--- src/rtl/fp_align_pkg.sv ---
// Shared widths, constants and the sideband bundle for the FP add/sub alignment stage.
// The sticky field exists only when FP_ALIGN_STICKY_EN is defined.
package fp_align_pkg;

    localparam int unsigned EXP_W         = 8;
    localparam int unsigned MAN_W         = 23;
    localparam int unsigned SHAMT_W       = 5;
    localparam logic [EXP_W-1:0] EXP_SPECIAL = 8'hFF;
    localparam int unsigned SHAMT_MAX     = 31;
    localparam int unsigned SHIFT_LAT_DEF = 5;

    typedef struct packed {
        logic             valid;
        logic             big_sign;
        logic [EXP_W-1:0] big_exp;
        logic [MAN_W-1:0] big_man;
        logic             eff_sub;
        logic             special;
`ifdef FP_ALIGN_STICKY_EN
        logic             sticky;
`endif
    } sideband_t;

endpackage

--- src/rtl/fp_delay_line.sv ---
// Fixed-depth register chain with async active-low reset; carries the sideband bundle.
module fp_delay_line #(
    parameter int unsigned WIDTH = 1,
    parameter int unsigned DEPTH = 1
) (
    input  logic             clk,
    input  logic             reset,
    input  logic [WIDTH-1:0] d,
    output logic [WIDTH-1:0] q
);

    logic [WIDTH-1:0] pipe [DEPTH];

    always_ff @(posedge clk or negedge reset) begin
        if (!reset) begin
            for (int i = 0; i < int'(DEPTH); i++) pipe[i] <= '0;
        end else begin
            pipe[0] <= d;
            for (int i = 1; i < int'(DEPTH); i++) pipe[i] <= pipe[i-1];
        end
    end

    assign q = pipe[DEPTH-1];

endmodule

--- src/rtl/fp_align_prep.sv ---
// Exponent compare / operand swap ahead of the pipelined right shifter.
// Optional sticky output is enabled by defining FP_ALIGN_STICKY_EN.
module fp_align_prep
    import fp_align_pkg::*;
#(
    parameter int unsigned SHIFT_LAT = SHIFT_LAT_DEF
) (
    input  logic               clk,
    input  logic               reset,
    input  logic               in_valid,
    input  logic [31:0]        in_a,
    input  logic [31:0]        in_b,
    input  logic               op_sub,
    output logic [SHAMT_W-1:0] shift_amt,
    output logic [MAN_W-1:0]   small_man,
    output logic               out_valid,
    output logic               big_sign,
    output logic [EXP_W-1:0]   big_exp,
    output logic [MAN_W-1:0]   big_man,
    output logic               eff_sub,
    output logic               special
`ifdef FP_ALIGN_STICKY_EN
    ,
    output logic               sticky
`endif
);

    logic [31:0] a_q, b_q;
    logic        sub_q, vld_q;

    // Stage A: unconditional input capture
    always_ff @(posedge clk or negedge reset) begin
        if (!reset) begin
            a_q   <= '0;
            b_q   <= '0;
            sub_q <= 1'b0;
            vld_q <= 1'b0;
        end else begin
            a_q   <= in_a;
            b_q   <= in_b;
            sub_q <= op_sub;
            vld_q <= in_valid;
        end
    end

    logic               a_big, b_sign_eff, small_zero;
    logic [EXP_W-1:0]   exp_big, exp_small, diff;
    logic [MAN_W-1:0]   man_big, man_small;
    logic [SHAMT_W-1:0] shamt_c;
    sideband_t          sb_c;

    // Stage B: magnitude compare, swap, saturated shift amount
    always_comb begin
        a_big      = a_q[30:0] >= b_q[30:0];
        b_sign_eff = b_q[31] ^ sub_q;
        exp_big    = a_big ? a_q[30:23] : b_q[30:23];
        exp_small  = a_big ? b_q[30:23] : a_q[30:23];
        man_big    = a_big ? a_q[22:0]  : b_q[22:0];
        man_small  = a_big ? b_q[22:0]  : a_q[22:0];
        diff       = exp_big - exp_small;
        small_zero = (exp_small == '0);
        if (small_zero || (diff > EXP_W'(SHAMT_MAX))) shamt_c = SHAMT_W'(SHAMT_MAX);
        else                                          shamt_c = diff[SHAMT_W-1:0];

        sb_c          = '0;
        sb_c.valid    = vld_q;
        sb_c.big_sign = a_big ? a_q[31] : b_sign_eff;
        sb_c.big_exp  = exp_big;
        sb_c.big_man  = man_big;
        sb_c.eff_sub  = a_q[31] ^ b_sign_eff;
        sb_c.special  = (a_q[30:23] == EXP_SPECIAL) || (b_q[30:23] == EXP_SPECIAL);
`ifdef FP_ALIGN_STICKY_EN
        // Bits of {1, man_small} that fall off the bottom of the shifter
        if (small_zero)                sb_c.sticky = 1'b0;
        else if (shamt_c >= 5'd24)     sb_c.sticky = 1'b1;
        else sb_c.sticky = |({1'b1, man_small} & ((24'(1) << shamt_c) - 24'(1)));
`endif
    end

    logic [MAN_W-1:0] small_man_b;
    sideband_t        sb_q, sb_out;

    // Stage B register plus Stage C mantissa, one cycle behind the shift amount
    always_ff @(posedge clk or negedge reset) begin
        if (!reset) begin
            shift_amt   <= '0;
            small_man_b <= '0;
            small_man   <= '0;
            sb_q        <= '0;
        end else begin
            shift_amt   <= shamt_c;
            small_man_b <= man_small;
            small_man   <= small_man_b;
            sb_q        <= sb_c;
        end
    end

    fp_delay_line #(
        .WIDTH ($bits(sideband_t)),
        .DEPTH (SHIFT_LAT)
    ) u_sb_dly (
        .clk   (clk),
        .reset (reset),
        .d     (sb_q),
        .q     (sb_out)
    );

    assign out_valid = sb_out.valid;
    assign big_sign  = sb_out.big_sign;
    assign big_exp   = sb_out.big_exp;
    assign big_man   = sb_out.big_man;
    assign eff_sub   = sb_out.eff_sub;
    assign special   = sb_out.special;
`ifdef FP_ALIGN_STICKY_EN
    assign sticky    = sb_out.sticky;
`endif

endmodule

--- config.mk ---
export PLATFORM = sky130hd
export DESIGN_NAME = fp_align_prep
export DESIGN_NICKNAME = d
export VERILOG_FILES = /design/src/rtl/fp_align_pkg.sv /design/src/rtl/fp_delay_line.sv /design/src/rtl/fp_align_prep.sv
export SDC_FILE = /design/constraint.sdc
export NUM_CORES = 1
export LEC_CHECK = 0
export BUFFER_PORTS_ARGS = -buffer_cell sky130_fd_sc_hd__buf_2
export CORE_MARGIN = 2
export CORE_UTILIZATION = 43
export CTS_CLUSTER_DIAMETER = 120
export DETAILED_ROUTE_END_ITERATION = 6
export HOLD_SLACK_MARGIN = 0.15
export MAX_ROUTING_LAYER = met4
export SLEW_MARGIN = 40
export SYNTH_ARGS = -nofsm -noshare
export SYNTH_HDL_FRONTEND = slang
export SYNTH_SLANG_ARGS = --single-unit
--- constraint.sdc ---
create_clock -name clk -period 5.2 [get_ports clk]
set_clock_uncertainty 0.05 [all_clocks]
set_input_delay 1.3 -clock clk [delete_from_list [all_inputs] [get_ports clk]]
set_output_delay 1.3 -clock clk [all_outputs]
set_load 0.005 [all_outputs]
**After elaboration in Yosys (flattened, before gate mapping)**

Cells that the tools add are included.

- Register bits after elaboration: 327
- Latch bits: 0
- Memory bits (writable): 0
- ROM bits: 0
- Input port bits: 68
- Output and inout bits: 63
- Logic and storage cells: 34
- Memories: 0

- Add/sub/neg operators: 1
- Multipliers: 0
- Div/mod/pow operators: 0
- Order comparisons: 2
- Eq/ne operators: 2
- Shifts and indexed selects: 0
- Multiplexer cells: 6
- Bitwise operators: 2
- Reductions and logical operators: 3

Operators with widths:

| kind | number |
|---|---|
| two-way mux 23 bit | 2 |
| >= comparator 31 bit | 1 |
| equality test 8 bit, second input constant | 2 |
| two-way mux 8 bit | 2 |
| > comparator 8 x 5 -> 1 bit, second input constant | 1 |
| zero test 8 bit | 1 |
| subtractor 8 bit | 1 |
| two-way mux 5 bit | 1 |
| logical OR 1 bit | 2 |
| XOR 1 bit | 2 |
| two-way mux 1 bit | 1 |

**Depth between registers and ports, before layout**

- Word-level depth: 6
- Mapped depth: 18
- Mapped depth without buffers: 16

**By module**

Synthesis repeated with hierarchy kept, for this count alone.

- Cell total of the unflattened synthesis: 690
- Area total of the unflattened synthesis: 10410.0 um^2

By module, submodules not included:

| module | instances | cells an instance | area an instance (um^2) | sequential area each (um^2) |
|---|---|---|---|---|
| fp_align_prep | 1 | 480 | 5768.0 | 3803.6 |
| fp_delay_line | 1 | 210 | 4642.0 | 4379.2 |

**Worst setup path before layout**

OpenSTA, ideal clock, no wires.

- Kind: flip-flop to flip-flop
- Start point: reg a_q[24]
- End point: reg shift_amt[0]
- Setup time: 0.137 ns
- Arrival time: 3.921 ns
- Required time: 5.013 ns
- Setup slack: 1.092 ns
- Cell stages (with the launch flop): 18
- Buffers on the path: 2
- Clock period less this slack: 4.108 ns
- Cell sequence: dfrtp_1 ha_1 a21oi_1 o21bai_1 a221oi_1 o21ai_1 nor3_2 clkbuf_1 buf_2 mux2_1 ha_1 o21ai_0 nand2_1 a21oi_1 mux2_4 o211a_1 xor2_1 nand3_1

- Cells in the longest elaborated chain, start to end: 6
- Elaborated cells on any way between the ends: 8
- Those cells by class: add/sub (1); order compare (2); mux (3); reduce/logical (2)

Ends and longest elaborated chain:

| what | RTL line | RTL |
|---|---|---|
| from (decl) | fp_align_prep.sv:28 | `logic [31:0] a_q, b_q;` |
| from (signal assigned) | fp_align_prep.sv:39 | `a_q <= in_a;` |
| >= comparator 31 bit | fp_align_prep.sv:54 | `a_big = a_q[30:0] >= b_q[30:0];` |
| two-way mux 8 bit (on tied branches) | fp_align_prep.sv:56, fp_align_prep.sv:57 |  |
| subtractor 8 bit | fp_align_prep.sv:60 | `diff = exp_big - exp_small;` |
| > comparator 8 x 5 -> 1 bit | fp_align_prep.sv:62 | `if (small_zero \|\| (diff > EXP_W'(SHAMT_MAX))) shamt_c = SHAMT_W'(SHAMT_MAX);` |
| logical OR 1 bit | fp_align_prep.sv:62 |  |
| two-way mux 5 bit * | fp_align_prep.sv:62 |  |
| via shamt_c[0] | fp_align_prep.sv:49 | `logic [SHAMT_W-1:0] shamt_c;` |
| to (signal assigned) | fp_align_prep.sv:91 | `shift_amt <= shamt_c;` |
| to (decl) | fp_align_prep.sv:14 | `output logic [SHAMT_W-1:0] shift_amt,` |

Mark *: on every way through the listed nets, which the timed path passes. The rest lies on a longest branch.

**Worst setup path in the final report**

- Start point: reg b_q[29]
- End point: reg shift_amt[1]

- Cells in the longest elaborated chain, start to end: 6
- Elaborated cells on any way between the ends: 8
- Those cells by class: add/sub (1); order compare (2); mux (3); reduce/logical (2)

Ends and longest elaborated chain:

| what | RTL line | RTL |
|---|---|---|
| from (decl) | fp_align_prep.sv:28 |  |
| from (signal assigned) | fp_align_prep.sv:40 | `b_q <= in_b;` |
| >= comparator 31 bit | fp_align_prep.sv:54 |  |
| two-way mux 8 bit (on tied branches) | fp_align_prep.sv:56, fp_align_prep.sv:57 |  |
| subtractor 8 bit | fp_align_prep.sv:60 |  |
| > comparator 8 x 5 -> 1 bit | fp_align_prep.sv:62 |  |
| logical OR 1 bit | fp_align_prep.sv:62 |  |
| two-way mux 5 bit * | fp_align_prep.sv:62 |  |
| via shamt_c[1] | fp_align_prep.sv:49 |  |

Marked as above.

==> results.sh <==
export IMPL_drt_initial_drc_count=221
export IMPL_power_density_nw_per_um2=454
export IMPL_rsz0062_at_grt="false"
export IMPL_async_flop_share=1.00
export IMPL_worst_path_most_repeated_cell="ha_1"
export IMPL_grt_usage=0.144
export IMPL_fin_tns_setup_ps=0
export IMPL_place_area_um2=11200
export IMPL_grt_start_max_net_pins=91
export IMPL_drv_cap=0
export IMPL_seqPwrFrac=0.515
export IMPL_wl_per_cell_um=15.1
export IMPL_synthTopCellsByCount="dfrtp_1 (327), inv_1 (35), nand2_1 (35), ha_1 (32), mux2_1 (32)"
export IMPL_port_buffers=130
export IMPL_antenna_found_initial=3
export IMPL_crit_buf_inv=1
export IMPL_cp_top_family="simple AND/OR/NAND/NOR gates"
export IMPL_synth_flop_cell="dfrtp_1"
export IMPL_tightestPinTransition_ps=735
export IMPL_rows=56
export IMPL_multi_input_area_um2=1710
export IMPL_initial_core_util=0.439
export IMPL_cp_depth=16
export IMPL_synth_area_leaders="dfrtp_1 (79%), ha_1 (3.9%), mux2_1 (3.5%)"
export IMPL_first_pass_iters=4
export IMPL_min_to="u_sb_dly.pipe[72]"
export IMPL_slowest_delay_ps=550
export IMPL_rr_endpoint="shift_amt[1]"
export IMPL_whs_path_depth=0
export IMPL_p_switching_w=0.00122
export IMPL_grt_pass1_vias=5417
export IMPL_nets=861
export IMPL_crit_fanout=5
export IMPL_fmax_mhz=251
export IMPL_drv_slew=0
export IMPL_dieWidth_um=159
export IMPL_cp_slowest_cell="or4_4"
export IMPL_synth_top_area_share=0.795
export IMPL_grt_pass1_wl_mm=28.2
export IMPL_fp_dieArea_um2=25200
export IMPL_swShare=0.218
export IMPL_grt_overflow=0
export IMPL_synth_top_area_cell="dfrtp_1"
export IMPL_ys_seq_area_frac=0.795
export IMPL_ctsRootBufferMaster="clkbuf_16"
export IMPL_critPathLaunchType="register"
export IMPL_die_y_um=159
export IMPL_vias_per_cell=4.48
export IMPL_drt_wl_total_mm=16.7
export IMPL_finalCritPeriodShare=0.765
export IMPL_fillCellCount=1917
export IMPL_dpl_hpwl_mm=10.9
export IMPL_cts_htree_levels=2
export IMPL_place_gp_congestion=0.822
export IMPL_p_clk_frac=0.422
export IMPL_synthesis_nets=729
export IMPL_yosys_warnings=0
export IMPL_layout_min_cycle_time_ps=3980
export IMPL_setup_violations=0
export IMPL_place_inst=1043
export IMPL_required_ps=5500
export IMPL_crit_arrival_ps=4280
export IMPL_syn_to_final_growth_pct=19.8
export IMPL_cts_sinks=327
export IMPL_relSlewSlack=0.510
export IMPL_clkTransAtPathRegs_ps=60
export IMPL_crit_type="reg2reg"
export IMPL_io_pins=131
export IMPL_final_layout_size_suffix_gt1_frac=0.256
export IMPL_p_int_w=0.00438
export IMPL_netlist_instances=629
export IMPL_worstHoldPathType="reg2reg"
export IMPL_syn_area_um2=10300
export IMPL_synth_most_common_cell="dfrtp_1"
export IMPL_remaining_drc_errors=0
export IMPL_hold_start="u_sb_dly.pipe[107]"
export IMPL_fin_area_um2=12300
export IMPL_ant_nets=0
export IMPL_clockBufferDepth=3
export IMPL_cp_end_kind="register"
export IMPL_seq_area_um2=8180
export IMPL_postCtsResizedCells=0
export IMPL_ys_seq_elements=327
export IMPL_final_hold_viol_count=0
export IMPL_holdBufCountCts=0
export IMPL_r2r_cells=16
export IMPL_clk_latency_ps=500
export IMPL_peakVddDrop_mv=0.209
export IMPL_p_leak_nw=5.84
export IMPL_cts_tree="yes"
export IMPL_cts_buffers=35
export IMPL_synthDistinctLibCells=41
export IMPL_coreArea_um2=23500
export IMPL_r2r_start="b_q[29]"
export IMPL_synth_enable_flop_cells=0
export IMPL_stdcell_count=1107
export IMPL_critPathLaunch="b_q[29]"
export IMPL_avgSynthCellArea_um2=16.4
export IMPL_via_count=4963
export IMPL_status="completed"
export IMPL_post_cts_buffers=0
export IMPL_crit_chain="inv_1 -> ha_1 -> and2_4 -> nand3_2 -> or4_4 -> a211oi_2 -> nor3_4 -> mux2_1 -> ha_1 -> o21ai_0 -> nand2_1 -> a21oi_1 -> mux2_4 -> o211a_1 -> xor2_1 -> nand3b_1"
export IMPL_comb_power_share=0.063
export IMPL_reg2reg_slack_ps=1220
[state kept, by name (all words and copies together) (netlist names)]
signal	flops
u_sb_dly.pipe	140
sb_q	35
u_sb_dly.q	35
a_q	32
b_q	32
small_man	23
small_man_b	23
shift_amt	5
sub_q	1
vld_q	1
[final cells by class]
class                   count  share of cell area
diodes                      3            0.000609
clock inverters            10             0.00629
clock buffers              51              0.0866
flip-flops and latches    327               0.664
repair buffers            135              0.0606
inverters                  35              0.0107
well taps                 319              0.0324
multi-input cells         227               0.139
[how the worst max path moves through the flow]
stage	slack [ps]	endpoint
after global routing	840	shift_amt[1]
after floorplan	1090	shift_amt[0]
final	1220	shift_amt[1]
after global placement	1210	shift_amt[4]
after detailed placement	1230	shift_amt[1]
after CTS	1190	shift_amt[1]
[stage by stage]
stage | total power (W) | hold slack [ps] | utilization | setup slack [ps]
finish | 0.00560 | 289 | 0.525 | 1220
global route | 0.00588 | 294 | 0.525 | 837
CTS | 0.00570 | 289 | 0.525 | 1190
detailed placement | 0.00329 | 285 | 0.476 | 1230
global placement | 0.00327 | 281 | 0.475 | 1210
floorplan | 0.00311 | 281 | - | 1090
[layer usage]
metal | up-vias | wire (µm) | GRT usage
met1 | 2472 | 7610 | 0.194
met5 | - | 0 | -
met3 | 40 | 848 | 0.0361
met4 | 0 | 503 | 0.0534
li1 | 2325 | - | -
met2 | 126 | 7710 | 0.214
[power groups by stage]
stage | logic [W] | clock network [W] | registers [W]
finish | 0.000353 | 0.00236 | 0.00288
global route | 0.000404 | 0.00257 | 0.00291
CTS | 0.000363 | 0.00245 | 0.00289
detailed placement | 0.000361 | 0 | 0.00293
global placement | 0.000354 | 0 | 0.00292
floorplan | 0.000205 | 0 | 0.00290
[cells in the final DEF (no fill, tap or decap), drive strengths merged, types with 2 or more instances in the layout]
| master | Yosys | routed |
|---|---|---|
| nand2b | 3 | 3 |
| nor4 | 2 | 2 |
| dfrtp | 327 | 327 |
| inv | 35 | 37 |
| nor2b | 8 | 8 |
| a21o | 2 | 2 |
| clkinv | 0 | 6 |
| buf | 35 | 135 |
| xnor2 | 3 | 3 |
| o21ai | 33 | 33 |
| nand3b | 2 | 2 |
| nand4 | 10 | 10 |
| nor3 | 5 | 5 |
| nor2 | 7 | 7 |
| and2 | 2 | 2 |
| mux2i | 3 | 3 |
| a221o | 2 | 2 |
| clkinvlp | 0 | 2 |
| nand3 | 8 | 8 |
| a21oi | 17 | 17 |
| a221oi | 4 | 4 |
| clkbuf | 5 | 51 |
| a211oi | 3 | 3 |
| diode | 0 | 3 |
| xor2 | 4 | 4 |
| ha | 32 | 32 |
| nand2 | 35 | 35 |
| mux2 | 34 | 34 |
[worst reg2reg max path, stage by stage, from the launching register on]
cell and delay (ps):
dfrtp_1 400, inv_1 100, ha_1 380, and2_4 190, nand3_2 80, or4_4 550
a211oi_2 280, nor3_4 80, mux2_1 310, ha_1 210, o21ai_0 170, nand2_1 70
a21oi_1 140, mux2_4 170, o211a_1 140, xor2_1 350, nand3b_1 160
[cells by family (layout without fill, tap and decap cells)]
group / after synthesis / count (layout) / synth area share
buffers and inverters: 75 / 231 / 0.0391
muxes: 37 / 37 / 0.0405
and+or+nand+nor: 85 / 85 / 0.0425
DFF: 327 / 327 / 0.795
other: 0 / 3 / 0
adders and majority gates: 32 / 32 / 0.0389
xor gates and xnor gates: 7 / 7 / 0.00596
AOI/OAI and AO/OA: 66 / 66 / 0.0380
No activity file was read; power rests on OpenSTA's default activity.
